## src/rtl/seg8_idx_gen.sv

```systemverilog
// rtl/seg8_idx_gen.sv - fp16 activation to 8-segment index/offset generator
//
// Purpose:
//   Maps an fp16 activation x in [0,1) onto 8 equal segments for a
//   piecewise-linear ROM. The output is seg_o (which segment) and dx_o
//   (the offset inside that segment, in units of 1/8192). Values below
//   the range clamp low. Values at or above the range clamp high.
//   The block is a two-stage valid/ready pipeline:
//     stage 1 classifies the sample and computes the shift amount
//     stage 2 applies the shift or clamp into the output registers
//   Both stages advance together, so a stall freezes the whole pipe.
//
// Ports:
//   clk        rising-edge clock
//   rst        synchronous active-high reset
//   valid_i    input sample valid
//   ready_o    block accepts input this cycle (= ready_i | ~valid_o)
//   x_i        fp16 activation input
//   valid_o    output valid
//   ready_i    downstream accepts output this cycle
//   seg_o      segment index 0..7
//   dx_o       Q0.10 offset inside the segment
//   sat_o      input clamped high (x >= 1.0, +/-inf, NaN)
//   neg_o      input clamped low (negative, nonzero)
//   Optional, present only when SEG8_IDX_STATS_EN is defined:
//   cnt_clr_i  clears both statistics counters
//   sat_cnt_o  saturating count of delivered outputs with sat_o=1
//   neg_cnt_o  saturating count of delivered outputs with neg_o=1
//
// Configuration macro: SEG8_IDX_STATS_EN (statistics counters).

module seg8_idx_gen #(
  parameter int DW = 16
) (
  input  logic          clk,
  input  logic          rst,
  input  logic          valid_i,
  output logic          ready_o,
  input  logic [DW-1:0] x_i,
  output logic          valid_o,
  input  logic          ready_i,
  output logic [2:0]    seg_o,
  output logic [9:0]    dx_o,
  output logic          sat_o,
  output logic          neg_o
`ifdef SEG8_IDX_STATS_EN
  ,
  input  logic          cnt_clr_i,
  output logic [15:0]   sat_cnt_o,
  output logic [15:0]   neg_cnt_o
`endif
);

  typedef enum logic [1:0] {
    CLS_NORM = 2'd0,
    CLS_ZERO = 2'd1,
    CLS_NEG  = 2'd2,
    CLS_SAT  = 2'd3
  } cls_e;

  // Stage 1 registers
  logic       s1_valid_q;
  cls_e       s1_cls_q,  s1_cls_d;
  logic [3:0] s1_sh_q,   s1_sh_d;
  logic [9:0] s1_mant_q;

  // Stage 2 / output registers
  logic       valid_q;
  logic [2:0] seg_q, seg_d;
  logic [9:0] dx_q,  dx_d;
  logic       sat_q, sat_d;
  logic       neg_q, neg_d;

  logic       adv;
  logic [4:0] exp_w;
  logic [12:0] full_w;
  logic [12:0] v_w;

  // A single advance enable keeps the stages in lockstep. Bubbles are
  // therefore never collapsed during a stall.
  assign adv     = ready_i | ~valid_q;
  assign ready_o = adv;

  // Stage 1 decode. e=31 saturates regardless of sign, so it is tested
  // first. After that, e=0 maps to zero regardless of sign.
  assign exp_w = x_i[14:10];

  always_comb begin
    s1_cls_d = CLS_NORM;
    s1_sh_d  = 4'd0;
    if (exp_w == 5'd31) begin
      s1_cls_d = CLS_SAT;
    end else if (exp_w == 5'd0) begin
      s1_cls_d = CLS_ZERO;
    end else if (x_i[15]) begin
      s1_cls_d = CLS_NEG;
    end else if (exp_w >= 5'd15) begin
      s1_cls_d = CLS_SAT;
    end else begin
      // Here e is in 1..14, so e[3:0] == e. The value v = M * 2^(e-12)
      // is realised as {M,2'b00} >> (14-e). A shift of 13 (e=1)
      // empties the 13-bit word, which is the truncate-to-zero case.
      s1_sh_d = 4'd14 - exp_w[3:0];
    end
  end

  // Stage 2 shift/clamp
  assign full_w = {1'b1, s1_mant_q, 2'b00};
  assign v_w    = full_w >> s1_sh_q;

  always_comb begin
    seg_d = 3'd0;
    dx_d  = 10'd0;
    sat_d = 1'b0;
    neg_d = 1'b0;
    case (s1_cls_q)
      CLS_NORM: begin
        seg_d = v_w[12:10];
        dx_d  = v_w[9:0];
      end
      CLS_NEG: begin
        neg_d = 1'b1;
      end
      CLS_SAT: begin
        seg_d = 3'd7;
        dx_d  = 10'h3FF;
        sat_d = 1'b1;
      end
      default: begin
        seg_d = 3'd0;
      end
    endcase
  end

  always_ff @(posedge clk) begin
    if (rst) begin
      s1_valid_q <= 1'b0;
      s1_cls_q   <= CLS_ZERO;
      s1_sh_q    <= 4'd0;
      s1_mant_q  <= 10'd0;
      valid_q    <= 1'b0;
      seg_q      <= 3'd0;
      dx_q       <= 10'd0;
      sat_q      <= 1'b0;
      neg_q      <= 1'b0;
    end else if (adv) begin
      s1_valid_q <= valid_i;
      valid_q    <= s1_valid_q;
      // Payload registers only load real samples. Bubbles leave the
      // previous data in place, which avoids needless toggling.
      if (valid_i) begin
        s1_cls_q  <= s1_cls_d;
        s1_sh_q   <= s1_sh_d;
        s1_mant_q <= x_i[9:0];
      end
      if (s1_valid_q) begin
        seg_q <= seg_d;
        dx_q  <= dx_d;
        sat_q <= sat_d;
        neg_q <= neg_d;
      end
    end
  end

  assign valid_o = valid_q;
  assign seg_o   = seg_q;
  assign dx_o    = dx_q;
  assign sat_o   = sat_q;
  assign neg_o   = neg_q;

`ifdef SEG8_IDX_STATS_EN
  logic [15:0] sat_cnt_q;
  logic [15:0] neg_cnt_q;
  logic        out_hs;

  assign out_hs = valid_q & ready_i;

  // Clear wins over a same-cycle increment. The counters stick at all-ones.
  always_ff @(posedge clk) begin
    if (rst || cnt_clr_i) begin
      sat_cnt_q <= 16'd0;
      neg_cnt_q <= 16'd0;
    end else begin
      if (out_hs && sat_q && (sat_cnt_q != 16'hFFFF)) begin
        sat_cnt_q <= sat_cnt_q + 16'd1;
      end
      if (out_hs && neg_q && (neg_cnt_q != 16'hFFFF)) begin
        neg_cnt_q <= neg_cnt_q + 16'd1;
      end
    end
  end

  assign sat_cnt_o = sat_cnt_q;
  assign neg_cnt_o = neg_cnt_q;
`endif

endmodule
```

## config.mk

```make
export PLATFORM = sky130hd
export DESIGN_NAME = seg8_idx_gen
export DESIGN_NICKNAME = d
export VERILOG_FILES = /design/src/rtl/seg8_idx_gen.sv
export SDC_FILE = /design/constraint.sdc
export NUM_CORES = 1
export LEC_CHECK = 0
export ABC_AREA = 1
export CAP_MARGIN = 10
export CORE_UTILIZATION = 50
export DETAILED_ROUTE_END_ITERATION = 10
export PLACE_DENSITY = 0.8
export SLEW_MARGIN = 20
export SYNTH_ARGS = -nofsm -noshare
export SYNTH_HDL_FRONTEND = slang
export SYNTH_SLANG_ARGS = --single-unit
```

## constraint.sdc

```tcl
create_clock -name clk -period 1.5 [get_ports clk]
set_input_delay 0.225 -clock clk [delete_from_list [all_inputs] [get_ports clk]]
set_output_delay 0.225 -clock clk [all_outputs]
set_load 0.01 [all_outputs]
```

# After elaboration in Yosys (flattened, before gate mapping)
# Cells that the tools add are included.
[op_classes] reduce_logical=4 n_eq_ne=3 shift=1 n_mux=12 bitwise_logic=2 add_sub_neg=1 n_lt_le_gt_ge=1
[ops] op="$pmux W10 S2" count=1
[ops] op="$mux W4" count=4
[ops] op="$shr A13 B4 Y13" count=1
[ops] op="$mux W2" count=4
[ops] op="$pmux W3 S2" count=1
[ops] op="$eq A5 B5 Y1 const B" count=1
[ops] op="$ge A5 B4 Y1 const B" count=1
[ops] op="$logic_not A5 Y1" count=1
[ops] op="$eq A2 B2 Y1 const B" count=2
[ops] op="$reduce_and A2 Y1" count=2
[ops] op="$sub A4 B4 Y4 const A" count=1
[ops] op="$logic_not A2 Y1" count=1
[ops] op="$mux W1" count=2
[ops] op="$not A1 Y1" count=1
[ops] op="$or A1 B1 Y1" count=1
[word_totals] ff_bits=33 wordCells=33 inputBits=20

# Depth between registers and ports, before layout
[logic_depth] depth_word=5 depth_mapped=11 mapped_depth_nobuf=10

# Worst setup path before layout
# Ideal clock, no wire load.
[synth_timing] path_kind="register to register" from="register valid_q (netlist: valid_o)" to="register s1_mant_q[5]" stages_incl_launch_ff=9 t_arrival_ns=1.158 setup_time_ns=0.116 n_path_buf=1 setup_slack_ns=0.226 path_cell_list="dfxtp_1 inv_1 nor2_1 inv_1 nand2_1 inv_2 buf_2 nor2_1 nor2_1"
[synth_between] elab_chain_cells=3
[synth_rtl] item="from (decl)" line_no="68" source="logic valid_q;"
[synth_rtl] item="from (signal assigned)" line_no="148" source="valid_q <= s1_valid_q;"
[synth_rtl] item="$not A1 Y1" line_no="81" source="assign adv = ready_i | ~valid_q;"
[synth_rtl] item="$or A1 B1 Y1" line_no="81"
[synth_rtl] item="named net ready_o" line_no="38" source="output logic ready_o,"
[synth_rtl] item="$reduce_and A2 Y1 (no source line)"
[synth_rtl] item="to (signal assigned)" line_no="154" source="s1_mant_q <= x_i[9:0];"
[synth_rtl] item="to (decl)" line_no="65" source="logic [9:0] s1_mant_q;"
# The timed path passes the listed nets, and every way through them passes these cells.
# A chain may end at the register's enable or synchronous reset.

# Final worst setup path
[layout_timing] from="input port ready_i" to="output port ready_o"
[layout_between] elab_chain_cells=1
[layout_rtl] item="from (decl)" line_no="41" source="input logic ready_i,"
[layout_rtl] item="$or A1 B1 Y1" line_no="81"
[layout_rtl] item="to (decl)" line_no="38"
# No other way between the ends.

==> impl_summary.txt <==
----------------------------------------------------
[Outcome]
  Status ... finished clean

[Routing]
  Count of unresolved DRC violations after routing ... 0
  TritonRoute pass-1 iters ... 4
  Avg Vias per Cell ... 5.19
  Routed length per instance ... ~11 µm
  Iteration-0 DRC Markers ... 121
  Drt total wl ... between 4000 and 5000 µm
  Routed via count ... 1,953
  Number of nets still failing antenna checks after routing ... 0

[Synth]
  Warnings from Yosys ... 0
  EDFF count, synth ... 0
  Seq/Total Area, Yosys ... 35.4%
  Yosys reg bits ... 33
  Number of distinct library cell variants in the gate-level netlist after synthesis ... 22
  Nets in the synthesized netlist ... 313
  Synth Area per Inst ... 6.50 µm²
  Share of synthesized registers carrying an async set or reset ... 0%
  Number of instances in the synthesized netlist ... 287
  Dominant synthesized flop cell ... sky130_fd_sc_hd__dfxtp_1
  Area of the mapped netlist ... 0.00187 mm²

[STA]
  Final hold slack ... 0.385 ns
  Worst Max-Slew Pin Slew ... roughly 0.43 ns
  RSZ-0062 raised after global routing ... yes
  Portion of the clock cycle consumed by the worst path in the final layout ... ~94%
  Clock tree skew after final layout ... 0.00328 ns
  Setup violations, final ... 0
  Hold Violations, Final ... 0
  Clock period minus worst slack ... 1.41 ns
  Achievable Freq ... 707 MHz
  Remaining max-slew budget at the tightest pin ... 71.4%
  Count of final max-slew check failures ... 0

[GRT]
  GR Overflow Total ... 0
  Via count of the first global-routing pass ... 1,785
  GR Util met3 ... 4.35%
  Global-route wire length before repair ... 7420 µm
  Number of antenna violations at the first check in global routing ... 0
  Most used routing layer in global routing ... met2
  Met2 track demand over resource in global routing ... 41.0%
  Pin count of the biggest net entering global routing ... 20
  Gr usage total ... 23.4%
  GR Util met1 ... 27.4%

[Floorplan]
  FP Rows ... 21
  Floorplan Core Area ... 0.00344 mm²
  I/O pin cnt ... 37
  Effective utilization at floorplan ... 54.2%
  Die Outline Area ... approximately 0.004 mm²
  Die boundary height ... roughly 63 µm
  Horiz. Die Dim ... 63.1 µm

[Worst setup path]
  Setup slack on the worst flop-to-flop path ... between 0.1 and 0.15 ns
  Critical path launch point type ... input port
  Buf+Inv Stages, Crit Path ... 3
  Critical path launch point ... ready_i
  Critical-path maximum fanout ... 3
  Startpoint-to-endpoint class of the critical path ... input port to output pin
  Capturing element type of the critical path ... output pin
  Worst Reg-to-Reg Cells ... 9
  Stages on the worst setup path ... 4
  Largest stage delay on the critical path ... 0.42 ns
  Cell breakdown of the critical path ... clkdlybuf4s50_1 -> nor2_2 -> inv_1 -> dlygate4sd2_1
  CP required ... 1.27 ns
  Reg2reg end ... dx_o[4]
  Origin of the critical flop-to-flop path ... s1_cls_q[1]
  Standard cell with the maximum stage delay on the critical path ... sky130_fd_sc_hd__clkdlybuf4s50_1
  Crit path to ... ready_o
  Arrival time worst endpoint ... 1.19 ns
  Crit path max-delay family ... buffers and inverters

[Finish]
  Net count reported at finish ... approximately 360
  Share of cells above drive strength 1 ... 11.8%
  Synth-to-Final Area Change ... 30.7%
  Number of antenna cells inserted ... 0
  Final cell count without fillers ... 376
  Fill cells ... 306

[Power]
  Max VDD drop ... 0.665 mV
  Leakage dissipation ... 0.00105 µW
  Power density normalized to cell area ... around 890 mW/mm²

[Placed design]
  Sum of net half-perimeters after detailed placement ... 3170 µm
  Total of buffers placed on input and output ports ... 36
  Number of cells after detailed placement ... 368
  Routability-driven placement congestion ratio ... 0.880

[Clocking]
  H-Tree Level Count ... 2
  Post-CTS Setup Repair Bufs ... 0
  Number of CTS-inserted buffers ... 5
  Sinks on the clock net ... 33
  Root Driver ... sky130_fd_sc_hd__clkbuf_8
  CTS tree ... done
  Insertion delay to the later sink of the worst-skew pair ... 0.29 ns
  Clock-pin slew on the worst setup and hold paths ... 0.07 ns
  Worst-case clock buffer depth ... 2

[Hold path]
  Classification of the worst-slack hold path ... input port to flop

[Flow run]
  Max-cap violation count ... 0

----------------------------------------------------
## through the flow
step,setup slack [ns],area (µm²),util [%],power [µW],setup TNS [ns]
3_3_place_gp,-0.199,2300,66.9,1430,-0.956
6_report,0.0865,2440,70.8,2170,0
3_5_place_dp,-0.252,2300,66.9,1440,-1.67
4_1_cts,0.0371,2410,69.9,2170,0
5_1_grt,-0.00497,2440,70.8,2290,-0.00516
2_1_floorplan,0.226,1870,-,1270,0
## state kept, by name (all words and copies together), names as in the netlist
signal,count
s1_mant_q,10
s1_sh_q,4
seg_o,3
neg_o,1
s1_valid_q,1
s1_cls_q,2
dx_o,10
valid_o,1
sat_o,1
## tightest hold or removal path: cells and delay by family
kind	cells	cell delay [ns]
buffers and inverters	2	0.31
AND/OR/NAND/NOR	1	0.06
AO/OA/AOI/OAI	1	0.05
## where the power goes
part           leakage, µW  switching (µW)  total [µW]  internal, µW
Clock            0.0000542             322         736           414
Combinational     0.000724             262         467           205
Sequential        0.000272            42.9         966           923
Total              0.00105             627        2170          1540
## kinds of logic (layout without fill, tap and decap cells)
family | after synthesis | count (layout) | synth area share (%)
AOI/OAI and AO/OA | 59 | 59 | 16.1
buffers and inverters | 39 | 82 | 9.86
and+or+nand+nor | 149 | 149 | 34.1
adders and majority gates | 6 | 6 | 4.02
xor gates and xnor gates | 1 | 1 | 0.470
DFF | 33 | 33 | 35.4
## cell usage after synthesis (2+ instances only)
| master | instances | share of area (%) |
|---|---|---|
| sky130_fd_sc_hd__buf_6 | 3 | 1.8 |
| sky130_fd_sc_hd__o21ai_1 | 2 | 0.54 |
| sky130_fd_sc_hd__clkbuf_1 | 3 | 0.60 |
| sky130_fd_sc_hd__dfxtp_1 | 33 | 35 |
| sky130_fd_sc_hd__ha_1 | 6 | 4.0 |
| sky130_fd_sc_hd__nor2_1 | 27 | 5.4 |
| sky130_fd_sc_hd__inv_1 | 21 | 4.2 |
| sky130_fd_sc_hd__inv_2 | 4 | 0.80 |
| sky130_fd_sc_hd__nand2_1 | 82 | 16 |
| sky130_fd_sc_hd__nor4_1 | 2 | 0.67 |
| sky130_fd_sc_hd__nand3_1 | 33 | 8.9 |
| sky130_fd_sc_hd__nor2_4 | 2 | 1.2 |
| sky130_fd_sc_hd__o21ai_0 | 25 | 6.7 |
| sky130_fd_sc_hd__buf_4 | 2 | 0.80 |
| sky130_fd_sc_hd__a21oi_1 | 30 | 8.0 |
| sky130_fd_sc_hd__buf_2 | 6 | 1.6 |
## routing by layer
layer | wire length (µm) | part of all wire, %
met1 | 1930 | 45
met2 | 2090 | 49
met3 | 172 | 4.0
met4 | 91 | 2.1
met5 | 0 | 0
## cell usage in the layout (no fill, tap or decap), drive strengths merged
master          n
nand3          34
o211ai          1
ha              6
dfxtp          33
nand2          83
a21oi          30
clkinv          1
inv            25
o31ai           1
dlygate4sd2     1
nor4            2
xnor2           1
buf            13
o21ai          27
clkbuf          7
clkdlybuf4s50  34
nor2           30
dlymetal6s2s    1
## how the worst min path moves through the flow
stage / start / end / slack [ns] / cells past startpoint
3_5_place_dp: dx_o[2] / dx_o[2] / 0.46 / 2
6_report: x_i[10] / s1_sh_q[0] / 0.38 / 4
4_1_cts: dx_o[5] / dx_o[5] / 0.47 / 2
5_1_grt: x_i[10] / s1_sh_q[0] / 0.42 / 4
2_1_floorplan: x_i[10] / s1_sh_q[0] / 0.37 / 2
3_3_place_gp: dx_o[3] / dx_o[3] / 0.45 / 2
## cell type report
class                   instances  area [µm²]  share of cell area [%]
clock buffers                   7        96.3                    3.95
multi-input cells             215        1040                    42.7
well taps                      46        57.6                    2.36
flip-flops and latches         33         666                    27.3
repair buffers                 49         475                    19.5
inverters                      25        96.3                    3.95
clock inverters                 1        5.00                   0.205
## timing repair
action / in CTS / in global routing
resized for setup: 2 / 14
hold buffers: 0 / 0
setup endpoints to repair: 1 / 12
pin swaps: 0 / 1
Power figures use the tool's default switching activity.
